**src/rtl/cc_pkg.sv**
```systemverilog
// Shared types for the connected-component labelling blocks.
package cc_pkg;
  localparam int DEF_LABEL_W = 8;

  typedef enum logic [2:0] {S_IDLE, S_INIT, S_STREAM, S_FLATTEN, S_READY} mtc_state_t;
  typedef enum logic [1:0] {RD_I, RD_P, WR} flat_phase_t;
endpackage

```
**src/rtl/merge_table_ctrl.sv**
```systemverilog
// Sole owner of the merge-table RAM port: identity init, labeler window,
// single-pass flatten to roots, then pipelined root lookups.
module merge_table_ctrl
  import cc_pkg::*;
#(
  parameter int LABEL_W = DEF_LABEL_W,
  parameter int DEPTH   = 2**LABEL_W
) (
  input  logic               clk,
  input  logic               reset,
  input  logic               vsync,
  input  logic               frame_done,
  input  logic [LABEL_W-1:0] max_label,
  input  logic               lab_req,
  input  logic               lab_we,
  input  logic [LABEL_W-1:0] lab_addr,
  input  logic [LABEL_W-1:0] lab_wdata,
  output logic               lab_gnt,
  output logic [LABEL_W-1:0] lab_rdata,
  input  logic               lu_req,
  input  logic [LABEL_W-1:0] lu_addr,
  output logic               lu_valid,
  output logic [LABEL_W-1:0] lu_rdata,
  output logic               mem_en,
  output logic               mem_we,
  output logic [LABEL_W-1:0] mem_addr,
  output logic [LABEL_W-1:0] mem_wdata,
  input  logic [LABEL_W-1:0] mem_rdata,
  output logic               busy,
  output logic               flat_done
);

  localparam logic [LABEL_W-1:0] LAST = LABEL_W'(DEPTH-1);

  mtc_state_t         state;
  flat_phase_t        phase;
  logic [LABEL_W-1:0] ptr;        // init_ptr in INIT, label i in FLATTEN
  logic [LABEL_W-1:0] max_r;
  logic [LABEL_W-1:0] max_sat;
  logic               lab_rd_vld;

  assign max_sat = (int'(max_label) > DEPTH-1) ? LAST : max_label;

  always_ff @(posedge clk) begin
    if (reset) begin
      state      <= S_IDLE;
      phase      <= RD_I;
      ptr        <= '0;
      max_r      <= '0;
      flat_done  <= 1'b0;
      lu_valid   <= 1'b0;
      lab_rd_vld <= 1'b0;
    end else begin
      flat_done  <= 1'b0;
      // a lookup issued in the last READY cycle still completes across vsync
      lu_valid   <= (state == S_READY) && lu_req;
      lab_rd_vld <= (state == S_STREAM) && lab_req && !lab_we;
      if (vsync) begin
        state <= S_INIT;
        ptr   <= '0;
        phase <= RD_I;
      end else begin
        case (state)
          S_INIT: begin
            if (ptr == LAST) state <= S_STREAM;
            else             ptr   <= ptr + LABEL_W'(1);
          end
          S_STREAM: begin
            if (frame_done) begin
              max_r <= max_sat;
              if (max_sat == '0) begin
                state     <= S_READY;
                flat_done <= 1'b1;
              end else begin
                state <= S_FLATTEN;
                ptr   <= LABEL_W'(1);
                phase <= RD_I;
              end
            end
          end
          S_FLATTEN: begin
            case (phase)
              RD_I: phase <= RD_P;
              RD_P: phase <= WR;
              default: begin
                phase <= RD_I;
                if (ptr == max_r) begin
                  state     <= S_READY;
                  flat_done <= 1'b1;
                end else begin
                  ptr <= ptr + LABEL_W'(1);
                end
              end
            endcase
          end
          default: ;
        endcase
      end
    end
  end

  // Parents never exceed their child, so mem[p] is already a root when label i is visited.
  always_comb begin
    lab_gnt   = 1'b0;
    mem_en    = 1'b0;
    mem_we    = 1'b0;
    mem_addr  = '0;
    mem_wdata = '0;
    case (state)
      S_INIT: begin
        mem_en    = 1'b1;
        mem_we    = 1'b1;
        mem_addr  = ptr;
        mem_wdata = ptr;
      end
      S_STREAM: begin
        lab_gnt   = lab_req;
        mem_en    = lab_req;
        mem_we    = lab_req && lab_we;
        mem_addr  = lab_addr;
        mem_wdata = lab_wdata;
      end
      S_FLATTEN: begin
        mem_en = 1'b1;
        case (phase)
          RD_I: mem_addr = ptr;
          RD_P: mem_addr = mem_rdata;
          default: begin
            mem_we    = 1'b1;
            mem_addr  = ptr;
            mem_wdata = mem_rdata;
          end
        endcase
      end
      S_READY: begin
        mem_en   = lu_req;
        mem_addr = lu_addr;
      end
      default: ;
    endcase
  end

  assign busy      = (state == S_INIT) || (state == S_FLATTEN);
  assign lu_rdata  = lu_valid   ? mem_rdata : '0;
  assign lab_rdata = lab_rd_vld ? mem_rdata : '0;

endmodule
```
**config.mk**
```make
export PLATFORM = sky130hd
export DESIGN_NAME = merge_table_ctrl
export DESIGN_NICKNAME = d
export VERILOG_FILES = /design/src/rtl/cc_pkg.sv /design/src/rtl/merge_table_ctrl.sv
export SDC_FILE = /design/constraint.sdc
export NUM_CORES = 1
export LEC_CHECK = 0
export CELL_PAD_IN_SITES_DETAIL_PLACEMENT = 1
export CELL_PAD_IN_SITES_GLOBAL_PLACEMENT = 2
export CORE_MARGIN = 4
export CORE_UTILIZATION = 22
export CTS_CLUSTER_SIZE = 24
export DETAILED_ROUTE_END_ITERATION = 10
export MAX_ROUTING_LAYER = met4
export PLACE_DENSITY = 0.8
export SYNTH_ARGS = -nofsm -noshare
export SYNTH_HDL_FRONTEND = slang
export SYNTH_SLANG_ARGS = --single-unit
```
**constraint.sdc**
```tcl
create_clock -name clk -period 2 [get_ports clk]
set_input_delay 0.3 -clock clk [delete_from_list [all_inputs] [get_ports clk]]
set_output_delay 0.3 -clock clk [all_outputs]
set_load 0.05 [all_outputs]
```
# == After elaboration in Yosys (flattened, before gate mapping) ==
# Cells that the tools add are included.
# op_classes
add_sub_neg,1
shift,0
muxes,32
n_lt_le_gt_ge,0
div,0
n_eq_ne,18
bitwise,1
mul,0
n_reduce_logical,19
# ops
cell,count
$mux W8,9
$pmux W8 S3,2
$pmux W8 S4,1
$mux W3,5
$ne A2 B2 Y1 const B,7
$ne A3 B3 Y1 const B,4
$reduce_and A5 Y1,2
$pmux W3 S3,1
$add A8 B1 Y8 const B,1
$eq A8 B8 Y1,1
$eq A8 B8 Y1 const B,1
$logic_not A8 Y1,1
$pmux W2 S2,2
$mux W1,7
$eq A3 B2 Y1 const B,2
$pmux W1 S3,2
$reduce_and A3 Y1,2
$reduce_and A6 Y1,1
$reduce_or A2 Y1,3
$logic_and A1 B1 Y1,4
$mux W2,2
$reduce_bool A4 Y1,1
$eq A3 B1 Y1 const B,1
$eq A3 B3 Y1 const B,1
other kinds (8),8
# word_totals
latch_bits,0
reg_bits,24
ramBits,0
rom_bits,0
out_inout_bits,38
in_bits,47
word_cells,79
n_memories,0

# == Longest topological paths before layout ==
# depth
depth_word,5
depth_mapped,6
depth_no_buf,6

# == Worst setup path after synthesis ==
# Ideal clock, no wire load.
# synth_path
kind,register to output
startpoint,register state[2]
endpoint,output port mem_addr[0]
t_required_ns,1.700
n_path_buf,1
path_slack_ns,-0.747
stages_incl_launch_ff,5
t_arrival_ns,2.447
cell_sequence,dfxtp_1 > and2b_1 > clkbuf_1 > a22oi_1 > o21ai_0
# synth_via
elab_chain_len,2
elab_cells_between_ends,5
cone_classes,4 x eq/ne; 1 x mux
# synth_rtl
element,line,rtl
start: declaration,merge_table_ctrl.sv:35,mtc_state_t state;
start signal: assignment,merge_table_ctrl.sv:46,state <= S_IDLE;
start signal: assignment,merge_table_ctrl.sv:59,state <= S_INIT;
start signal: assignment,merge_table_ctrl.sv:65,if (ptr == LAST) state <= S_STREAM;
"$eq A3 B3 Y1, or another cell as far along",merge_table_ctrl.sv:109,case (state)
$pmux W8 S4 (*),merge_table_ctrl.sv:109,
end: declaration,merge_table_ctrl.sv:26,"output logic [LABEL_W-1:0] mem_addr,"
# Every way passes the cells marked *; elsewhere a longest branch is shown, timed or not.

# == Worst setup path in the final report ==
# layout_path
startpoint,register state[2]
endpoint,output port mem_wdata[4]
# layout_via
elab_chain_len,2
elab_cells_between_ends,4
cone_classes,3 x eq/ne; 1 x mux
# layout_rtl
element,line,rtl
$eq A3 B2 Y1 or $eq A3 B1 Y1 (tied branches),merge_table_ctrl.sv:109,
$pmux W8 S3 (*),merge_table_ctrl.sv:109,
end: declaration,merge_table_ctrl.sv:27,"output logic [LABEL_W-1:0] mem_wdata,"
# Marked as above.

==> impl_metrics.py <==
metrics = {
    "power": {
        "powerDensity_nw_per_um2": 330,
        "ir_worst_vdd_mv": 0.213,
        "fin_total_pwr_mw": 1.16,
        "power.leakage_nw": 1.40,
    },
    "sta": {
        "report.final.hold_viol_count": 0,
        "setup_slack_ns": 0.0392,
        "final.setup.tns_ns": 0,
        "rsz0062_at_grt": "yes",
        "min_period_ns": 1.96,
        "finalCritPeriodShare_pct": 98.0,
        "slew_viol_final": 0,
        "slew-limit-headroom_pct": 66.4,
        "worst_slew_pin_slew_ns": 0.503,
        "finalSetupViolCount": 0,
        "clock_skew_ns": 0.0115,
        "fmax_mhz": 510,
        "whs_ns": 0.495,
    },
    "yosys": {
        "async_flop_share_pct": 0,
        "synthCells": 250,
        "synth.most_common_cell": "nand2_1",
        "synth_edf_count": 0,
        "ys_top_cells_by_area": "dfxtp_1, a21oi_1, and2_1, o21ai_0, nand2_1",
        "ys_ff_latch": 24,
        "yosys_warnings": 0,
        "yosysTopAreaCellShare_pct": 25.0,
        "synth_top_area_cell": "dfxtp_1",
        "synth.distinct_cells": 48,
        "yosysSeqAreaShare_pct": 25.0,
        "synthFlopType": "dfxtp_1",
        "syn_nets": 298,
        "synth_area_per_cell_um2": 7.70,
        "synthesis.area_um2": 1930,
        "synthTopCellsByCount": "nand2_1, a21oi_1, dfxtp_1, o21ai_0, and2_1",
    },
    "worst_hold_path": {
        "whs_path_depth": 2,
        "worstHoldPathType": "flip-flop to flip-flop",
        "min_from": "max_r[2]$_SDFFE_PP0P_",
        "min_to": "max_r[2]$_SDFFE_PP0P_",
    },
    "final_layout": {
        "fillers": 968,
        "post-route-util_pct": 42.0,
        "fin_cells": 453,
        "nets": 397,
        "n_antenna_cell": 0,
        "register_area_um2": 490,
        "area_growth_pct": 82.9,
        "postLayoutCellArea_um2": 3520,
        "drive_gt1_share_pct": 30.5,
        "multi_input_area_um2": 1370,
    },
    "route": {
        "drt_wl_total_mm": 7.96,
        "ant_nets": 0,
        "dr_total_vias": 2316,
        "wl_per_cell_um": 17.6,
        "drc": 0,
        "avgViaCountPerCell": 5.11,
        "dr.pass1.iters": 5,
        "drtIter0Drc": 151,
    },
    "worst_setup_path": {
        "worstRegToRegCells": 8,
        "cp.arrival_ns": 1.66,
        "r2r_end": "ptr[0]$_SDFFE_PP0P_",
        "worstPathRequired_ns": 1.70,
        "end_kind": "output pin",
        "r2r_setup_slack_ns": 0.12,
        "rr_startpoint": "ptr[1]$_SDFFE_PP0P_",
        "path_class": "flip-flop to output pin",
        "critical_path.max_fanout": 6,
        "start_kind": "flip-flop",
    },
    "floorplan": {
        "die_w_um": 102,
        "core_um2": 8380,
        "die_h_um": 102,
        "dieArea_um2": 10300,
        "num_rows": 33,
        "start_util_pct": 23.0,
        "ios": 85,
    },
    "cts": {
        "cts.sinks": 24,
        "cts_tree": "built",
        "clkTransAtPathRegs_ns": 0.10,
        "htreeDepth": 1,
        "numCtsBuffers": 3,
        "worstSkewPairLatency_ns": 0.27,
        "cts_buffer_depth": 2,
        "cts-root-buf": "clkbuf_8",
        "cts-hold-fix-buffers": 0,
    },
    "outcome": {
        "status": "finished, final reports clean",
    },
    "global_route": {
        "overflow": 0,
        "grt_pass1_vias": 2322,
        "antenna_found_initial": 0,
        "grt_pass1_wl_mm": 12.3,
        "grt_max_degree": 16,
        "grt_util_all_layers_pct": 15.2,
    },
    "place": {
        "routabilityCongestion": 0.813,
        "dp_slack_ns": -0.00405,
        "placed_cell_area_um2": 3330,
        "dp_cells": 444,
        "port_buffers": 84,
        "dpl.hpwl_mm": 6.28,
    },
    "run": {
        "maxCapViolCount": 0,
    },
}
-- power breakdown --
group          switching (mW)  total (mW)  internal, mW  leakage [nW]
sequential            0.00340       0.482         0.479         0.197
combinational           0.108       0.248         0.141          1.16
clock                   0.163       0.431         0.268        0.0357
total                   0.274        1.16         0.887          1.40
-- critical path, stage by stage, from the launching register on --
cell and delay, ns:
dfxtp_2 0.33, and2b_4 0.21, nor2b_2 0.20, a222oi_1 0.35, inv_1 0.12, buf_12 0.16
-- routing by layer --
metal | part of all wire, % | vias to the layer above | track usage [%] | routed length, um
met4 | 0.46 | 0 | 2.66 | 37
met1 | 43 | 1093 | 19.1 | 3460
met3 | 8.9 | 6 | 2.62 | 711
met2 | 47 | 98 | 25.7 | 3750
li1 | - | 1119 | - | -
met5 | 0 | - | - | 0
-- worst max path at each step --
stage	startpoint	end	slack, ns
after floorplan	state[2]$_SDFFE_PP0P_	mem_addr[0]	-0.16
after global placement	state[2]$_SDFFE_PP0P_	mem_wdata[5]	0.03
after detailed placement	state[2]$_SDFFE_PP0P_	mem_wdata[5]	-0.004
after CTS	state[2]$_SDFFE_PP0P_	mem_wdata[5]	-0.06
after global routing	state[2]$_SDFFE_PP0P_	mem_wdata[3]	-0.08
final	state[2]$_SDFFE_PP0P_	mem_wdata[4]	0.04
-- placed cells by master, fill, tap and decap left out, types with 6 or more instances in the layout --
cell,synthesis,layout
clkdlybuf4s50_1,0,47
o21ai_0,23,14
a22oi_1,8,8
a32o_1,6,6
and2_1,19,18
o21ai_2,0,7
a222oi_1,8,8
a21oi_1,24,23
nand3_1,12,12
dfxtp_1,24,18
inv_1,9,9
buf_4,0,23
buf_12,0,36
nor2_1,9,9
nand2_1,30,29
-- cells by family after synthesis --
group | count (synthesis) | share of synthesized area (%)
compound gates | 88 | 31.3
xor+xnor | 8 | 4.81
fa+ha+maj | 1 | 0.650
buf+inv | 28 | 8.32
flops | 24 | 25.0
simple gates | 101 | 30.0
-- cell type report --
type	count	area share, %
well taps	105	3.73
clock buffers	3	1.17
repair buffers	111	40.5
clock inverters	1	0.853
flip-flops and latches	24	13.9
multi-input cells	200	38.9
inverters	9	0.959
-- repair_timing --
item / in CTS / in global routing
pin swaps: 0 / 6
gates resized for setup: 4 / 23
endpoints found under the setup margin: 16 / 31
setup buffers: 0 / 3
gates cloned: 0 / 2
-- registers in the layout (all words and copies together), names as in the netlist --
name and count:
flat_done 1, phase 2, ptr 8, state 3, lu_valid 1, max_r 8
lab_rd_vld 1
(Power assumes the default switching activity.)
